===== config.mk =====
export PLATFORM = sky130hd
export DESIGN_NAME = regfile_arbiter
export DESIGN_NICKNAME = d
export VERILOG_FILES = /design/src/rtl/sap3_pkg.sv /design/src/rtl/regfile_arbiter_rr_pick2.sv /design/src/rtl/regfile_arbiter.sv
export SDC_FILE = /design/constraint.sdc
export NUM_CORES = 1
export LEC_CHECK = 0
export BUFFER_PORTS_ARGS = -buffer_cell sky130_fd_sc_hd__buf_4
export CAP_MARGIN = 5
export CORE_MARGIN = 4
export CORE_UTILIZATION = 40
export CTS_CLUSTER_SIZE = 25
export DETAILED_ROUTE_END_ITERATION = 8
export GPL_TIMING_DRIVEN = 0
export PLACE_DENSITY = 0.8
export SETUP_SLACK_MARGIN = 0.1
export SLEW_MARGIN = 20
export SYNTH_ARGS = -nofsm -noshare
export SYNTH_HDL_FRONTEND = slang
export SYNTH_SLANG_ARGS = --single-unit

===== constraint.sdc =====
create_clock -name clk -period 3.3 [get_ports clk]
set_input_delay 0.99 -clock clk [delete_from_list [all_inputs] [get_ports clk]]
set_output_delay 0.99 -clock clk [all_outputs]
set_load 0.03 [all_outputs]

===== src/rtl/sap3_pkg.sv =====
// Shared SAP3 definitions: register-file ext encodings, arbiter states, requester ids and
// default widths.
package sap3_pkg;

    localparam int SAP3_DATA_W = 16;
    localparam int SAP3_SEL_W  = 5;

    typedef enum logic [1:0] {
        EXT_NONE = 2'b00,
        EXT_INC  = 2'b01,
        EXT_DEC  = 2'b10,
        EXT_INC2 = 2'b11
    } ext_e;

    typedef enum logic [1:0] {
        ARB_IDLE  = 2'b00,
        ARB_OWN_A = 2'b01,
        ARB_OWN_B = 2'b10
    } arb_state_e;

    localparam logic REQ_A = 1'b0;
    localparam logic REQ_B = 1'b1;

endpackage


===== src/rtl/regfile_arbiter_rr_pick2.sv =====
// rr_pick2: combinational two-way round-robin choice. An owner excludes the other requester;
// with no owner, a tie goes to whichever requester did not win last.
module rr_pick2
    import sap3_pkg::*;
(
    input  logic       a_req,
    input  logic       b_req,
    input  logic       last,
    input  arb_state_e owner,
    output logic       pick_a,
    output logic       pick_b
);

    always_comb begin
        pick_a = 1'b0;
        pick_b = 1'b0;
        case (owner)
            ARB_OWN_A: pick_a = a_req;
            ARB_OWN_B: pick_b = b_req;
            default: begin
                if (a_req && b_req) begin
                    pick_a = (last == REQ_B);
                    pick_b = (last == REQ_A);
                end else begin
                    pick_a = a_req;
                    pick_b = b_req;
                end
            end
        endcase
    end

endmodule


===== src/rtl/regfile_arbiter.sv =====
// regfile_arbiter: two-requester arbiter and command mux in front of the SAP3 register file.
// Define REGFILE_ARB_LOCK_EN to add the multi-cycle ownership lock (OWN_A/OWN_B + hold counter).
module regfile_arbiter
    import sap3_pkg::*;
#(
    parameter int DATA_W   = SAP3_DATA_W,
    parameter int SEL_W    = SAP3_SEL_W,
    parameter int MAX_HOLD = 4
) (
    input  logic              clk,
    input  logic              rst,

    input  logic              a_req,
    input  logic              a_lock,
    input  logic [SEL_W-1:0]  a_rd_sel,
    input  logic [SEL_W-1:0]  a_wr_sel,
    input  logic [1:0]        a_ext,
    input  logic              a_we,
    input  logic [DATA_W-1:0] a_wdata,
    output logic              a_gnt,
    output logic              a_rvalid,
    output logic [DATA_W-1:0] a_rdata,

    input  logic              b_req,
    input  logic              b_lock,
    input  logic [SEL_W-1:0]  b_rd_sel,
    input  logic [SEL_W-1:0]  b_wr_sel,
    input  logic [1:0]        b_ext,
    input  logic              b_we,
    input  logic [DATA_W-1:0] b_wdata,
    output logic              b_gnt,
    output logic              b_rvalid,
    output logic [DATA_W-1:0] b_rdata,

    output logic [SEL_W-1:0]  rf_rd_sel,
    output logic [SEL_W-1:0]  rf_wr_sel,
    output logic [1:0]        rf_ext,
    output logic              rf_we,
    output logic [DATA_W-1:0] rf_data_in,
    input  logic [DATA_W-1:0] rf_data_out
);

    arb_state_e owner;
    logic       last;
    logic       pick_a;
    logic       pick_b;

    rr_pick2 u_pick (
        .a_req  (a_req),
        .b_req  (b_req),
        .last   (last),
        .owner  (owner),
        .pick_a (pick_a),
        .pick_b (pick_b)
    );

    // A command presented while reset is held is never issued.
    assign a_gnt = rst & pick_a;
    assign b_gnt = rst & pick_b;

    // Idle command must carry ext=NONE: the register file acts on ext even without we.
    always_comb begin
        rf_rd_sel  = '0;
        rf_wr_sel  = '0;
        rf_ext     = EXT_NONE;
        rf_we      = 1'b0;
        rf_data_in = '0;
        if (a_gnt) begin
            rf_rd_sel  = a_rd_sel;
            rf_wr_sel  = a_wr_sel;
            rf_ext     = a_ext;
            rf_we      = a_we;
            rf_data_in = a_wdata;
        end else if (b_gnt) begin
            rf_rd_sel  = b_rd_sel;
            rf_wr_sel  = b_wr_sel;
            rf_ext     = b_ext;
            rf_we      = b_we;
            rf_data_in = b_wdata;
        end
    end

    always_ff @(posedge clk) begin
        if (!rst) begin
            last     <= REQ_B;
            a_rvalid <= 1'b0;
            b_rvalid <= 1'b0;
            a_rdata  <= '0;
            b_rdata  <= '0;
        end else begin
            a_rvalid <= a_gnt;
            b_rvalid <= b_gnt;
            if (a_gnt) begin
                a_rdata <= rf_data_out;
                last    <= REQ_A;
            end
            if (b_gnt) begin
                b_rdata <= rf_data_out;
                last    <= REQ_B;
            end
        end
    end

`ifdef REGFILE_ARB_LOCK_EN
    localparam int HOLD_W = $clog2(MAX_HOLD + 1);
    localparam logic [HOLD_W-1:0] HOLD_MAX = HOLD_W'(MAX_HOLD);

    logic [HOLD_W-1:0] hold;
    logic [HOLD_W-1:0] hold_inc;

    assign hold_inc = (hold == HOLD_MAX) ? hold : hold + HOLD_W'(1);

    // hold counts every grant of the current ownership run, including the acquiring one,
    // so a contended owner gets exactly MAX_HOLD consecutive grants.
    always_ff @(posedge clk) begin
        if (!rst) begin
            owner <= ARB_IDLE;
            hold  <= '0;
        end else begin
            case (owner)
                ARB_OWN_A: begin
                    if (a_gnt) begin
                        hold <= hold_inc;
                        if (!a_lock || (hold_inc == HOLD_MAX && b_req)) owner <= ARB_IDLE;
                    end else if (!a_lock) begin
                        owner <= ARB_IDLE;
                    end
                end
                ARB_OWN_B: begin
                    if (b_gnt) begin
                        hold <= hold_inc;
                        if (!b_lock || (hold_inc == HOLD_MAX && a_req)) owner <= ARB_IDLE;
                    end else if (!b_lock) begin
                        owner <= ARB_IDLE;
                    end
                end
                default: begin
                    hold <= HOLD_W'(1);
                    if (a_gnt && a_lock)      owner <= ARB_OWN_A;
                    else if (b_gnt && b_lock) owner <= ARB_OWN_B;
                    else                      owner <= ARB_IDLE;
                end
            endcase
        end
    end
`else
    localparam int unused_max_hold = MAX_HOLD;
    logic unused_lock;

    assign unused_lock = a_lock ^ b_lock;
    assign owner       = ARB_IDLE;
`endif

endmodule


==> flow_results.xml <==
<?xml version="1.0" encoding="UTF-8"?>
<metrics>
  <group name="critical_path">
    <metric name="timing.critical_path.from_type" unit="">primary input</metric>
    <metric name="timing.setup.critical_path_class" unit="">primary input to output pin</metric>
    <metric name="crit_path_end_kind" unit="">output pin</metric>
    <metric name="worst_path_max_fanout" unit="">10</metric>
    <metric name="worstPathRequired" unit="ps">2310</metric>
    <metric name="data_arrival_at_the_endpoint_of_the_critical_path" unit="ps">1980</metric>
  </group>
  <group name="route">
    <metric name="route.vias.total" unit="">2184</metric>
    <metric name="drt-total-wl" unit="um">6900</metric>
    <metric name="via_count_normalized_by_instance_count" unit="">4.83</metric>
    <metric name="detailedRoute.firstIterationViolations" unit="">56</metric>
    <metric name="antenna_left" unit="">0</metric>
    <metric name="drt-pass1-iter-count" unit="">4</metric>
    <metric name="routedWlPerCell" unit="um">15.3</metric>
    <metric name="drt_drc_violations_left" unit="">0</metric>
  </group>
  <group name="yosys">
    <metric name="yosys_register_bits" unit="">35</metric>
    <metric name="synthDistinctLibCells" unit="">14</metric>
    <metric name="post-synth-top-area-fraction" unit="%">35.7</metric>
    <metric name="synth_top_area_cell" unit="">sky130_fd_sc_hd__dfxtp_1</metric>
    <metric name="synth_fp_nets" unit="">316</metric>
    <metric name="mappedNetlistArea" unit="um2">1960</metric>
    <metric name="syn_inst" unit="">236</metric>
    <metric name="synth_area_leaders" unit="">sky130_fd_sc_hd__dfxtp_1 36%, sky130_fd_sc_hd__o22ai_2 18%, sky130_fd_sc_hd__nand2_1 17%</metric>
    <metric name="synth_sequential_area_ratio" unit="%">35.7</metric>
    <metric name="number_of_warning_messages_in_the_yosys_log" unit="">0</metric>
    <metric name="postSynthAreaPerCell" unit="um2">8.32</metric>
  </group>
  <group name="placed_design">
    <metric name="gp_congestion" unit="">0.775</metric>
    <metric name="port_buffers" unit="">141</metric>
    <metric name="dpl-instance-area" unit="um2">3110</metric>
    <metric name="detailed_place_hpwl" unit="um">5440</metric>
  </group>
  <group name="sta">
    <metric name="clock-skew-final" unit="ps">5.07</metric>
    <metric name="final.period_utilization" unit="%">89.9</metric>
    <metric name="final_number_of_max_transition_violations" unit="">0</metric>
    <metric name="slew-limit-headroom" unit="%">70.8</metric>
    <metric name="grt_setup_unrepaired" unit="">false</metric>
    <metric name="final.setup.tns" unit="ps">0</metric>
    <metric name="fmax" unit="MHz">337</metric>
    <metric name="worst-slew-pin-transition" unit="ps">437</metric>
    <metric name="min_period" unit="ps">2970</metric>
    <metric name="setup_viol" unit="">0</metric>
    <metric name="final_hold_violations" unit="">0</metric>
  </group>
  <group name="clock_network">
    <metric name="clock_latency" unit="ps">290</metric>
    <metric name="clockRootBuffer" unit="">sky130_fd_sc_hd__clkbuf_8</metric>
    <metric name="post_cts_hold_buffer_count" unit="">0</metric>
    <metric name="htree_levels" unit="">2</metric>
    <metric name="clock_path_buffers" unit="">2</metric>
    <metric name="post_cts_setup_inserts" unit="">0</metric>
    <metric name="cts_tree" unit="">built</metric>
    <metric name="tritoncts.num_buffers" unit="">5</metric>
    <metric name="clkSlewWorstSetupHoldPaths" unit="ps">70</metric>
    <metric name="clock-sinks" unit="">35</metric>
    <metric name="ctsResizeCount" unit="">0</metric>
  </group>
  <group name="power_and_ir_drop">
    <metric name="power.ir.vdd_worst" unit="V">0.000310</metric>
    <metric name="power_leakage" unit="nW">1.59</metric>
    <metric name="power_density" unit="nW/um2">402</metric>
  </group>
  <group name="floorplan">
    <metric name="core_region_area" unit="um2">4750</metric>
    <metric name="die_h" unit="um">78.1</metric>
    <metric name="dieArea" unit="um2">6100</metric>
    <metric name="die_width" unit="um">78.1</metric>
    <metric name="placement_rows" unit="">25</metric>
    <metric name="initial_core_util" unit="%">41.3</metric>
    <metric name="io_pins" unit="">145</metric>
  </group>
  <group name="global_route">
    <metric name="grt_pass1_vias" unit="">2068</metric>
    <metric name="grtUsageTotal" unit="%">21.6</metric>
    <metric name="globalRouteOverflowTotal" unit="">0</metric>
    <metric name="grt_pass1_wl" unit="um">10500</metric>
    <metric name="grt_max_degree" unit="">12</metric>
    <metric name="grt_antenna_before_repair" unit="">0</metric>
  </group>
  <group name="layout">
    <metric name="footprint_of_the_multi_input_gates" unit="um2">1070</metric>
    <metric name="areaGrowthSynthToFinish" unit="%">64.1</metric>
    <metric name="fraction_of_final_layout_cells_sized_beyond_drive_strength_1" unit="%">51.4</metric>
    <metric name="final_layout_fill_cell_count" unit="">431</metric>
    <metric name="diodes" unit="">0</metric>
    <metric name="finish.net_count" unit="">464</metric>
    <metric name="sequential_cell_area" unit="um2">701</metric>
    <metric name="post-route-cell-area" unit="um2">3220</metric>
  </group>
  <group name="min_path">
    <metric name="hold_path.class" unit="">flop to flop</metric>
  </group>
  <group name="job">
    <metric name="cap_violations" unit="">0</metric>
  </group>
  <group name="outcome">
    <metric name="outcome" unit="">finished, final reports clean</metric>
  </group>
</metrics>
==> routing by layer <==
| metal | track usage [%] | routed length, um |
|---|---|---|
| met1 | 24.8 | 2720 |
| met2 | 38.5 | 3400 |
| met3 | 7.00 | 682 |
| met4 | 5.59 | 109 |
| met5 | 0 | 0 |
==> report_power, final <==
group	leakage [nW]	switching [mW]	internal, mW
Clock	0.0612	0.151	0.244
Combinational	1.24	0.244	0.193
Sequential	0.288	0.0141	0.450
==> logic make-up (layout without fill, tap and decap cells) <==
| logic type | Yosys count | in the layout | synth area share, % |
|---|---|---|---|
| mux | 16 | 16 | 8.15 |
| buf+inv | 25 | 174 | 10.0 |
| simple gates | 114 | 114 | 23.1 |
| flops | 35 | 35 | 35.7 |
| compound gates | 46 | 46 | 23.1 |
==> registers in the layout (all words and copies together), names as in the netlist <==
| name | cells |
|---|---|
| a_rdata | 16 |
| a_rvalid | 1 |
| b_rdata | 16 |
| b_rvalid | 1 |
| last | 1 |
==> metrics by stage <==
step	instances	utilization, %	worst slack [ps]	power [mW]	hold slack (ps)
6_report	452	67.8	333	1.30	460
4_1_cts	452	67.8	336	1.31	462
2_1_floorplan	236	-	437	0.729	461
5_1_grt	452	67.8	249	1.35	482
3_5_place_dp	444	65.3	342	0.913	452
3_3_place_gp	444	65.3	341	0.906	446
==> placed cells by master, fill, tap and decap left out, types with 5 or more instances in the layout <==
cell type,Yosys,layout
sky130_fd_sc_hd__buf_4,4,145
sky130_fd_sc_hd__nand2_1,91,91
sky130_fd_sc_hd__dfxtp_1,35,35
sky130_fd_sc_hd__o22ai_2,29,29
sky130_fd_sc_hd__nand3_1,17,17
sky130_fd_sc_hd__o21ai_1,16,16
sky130_fd_sc_hd__mux2i_1,16,16
sky130_fd_sc_hd__buf_6,11,11
sky130_fd_sc_hd__clkbuf_8,0,6
sky130_fd_sc_hd__clkbuf_1,5,5
==> critical path, cell delays in order <==
cell and delay [ps]:
sky130_fd_sc_hd__buf_4 140, sky130_fd_sc_hd__clkbuf_1 360, sky130_fd_sc_hd__nand2_1 140, sky130_fd_sc_hd__o22ai_2 160, sky130_fd_sc_hd__buf_4 180
==> layout make-up <==
cell class / count / share of cell area (%)
sequential: 35 / 21.7
clock buffer: 6 / 2.56
clock inverter: 2 / 1.09
multi-input combinational: 176 / 33.1
buffer: 24 / 5.98
inverter: 1 / 0.116
timing repair buffer: 141 / 32.8
tap: 67 / 2.60
==> final timing paths <==
path	startpoint	to	slack [ps]	depth (start not counted)
max	rst	rf_data_in[9]	330	5
min	a_rdata[2]	a_rdata[2]	460	2
min reg2reg	a_rdata[2]	a_rdata[2]	460	2
max reg2reg	last	a_rvalid	2190	5
==> synthesized netlist by cell type (all sizes together) <==
cell / instances
nand2b: 2
o22ai: 29
clkbuf: 5
nand3: 17
dfxtp: 35
a21bo: 1
inv: 1
mux2i: 16
buf: 19
o21ai: 16
nor2: 4
nand2: 91
Power figures use the tool's default switching activity.
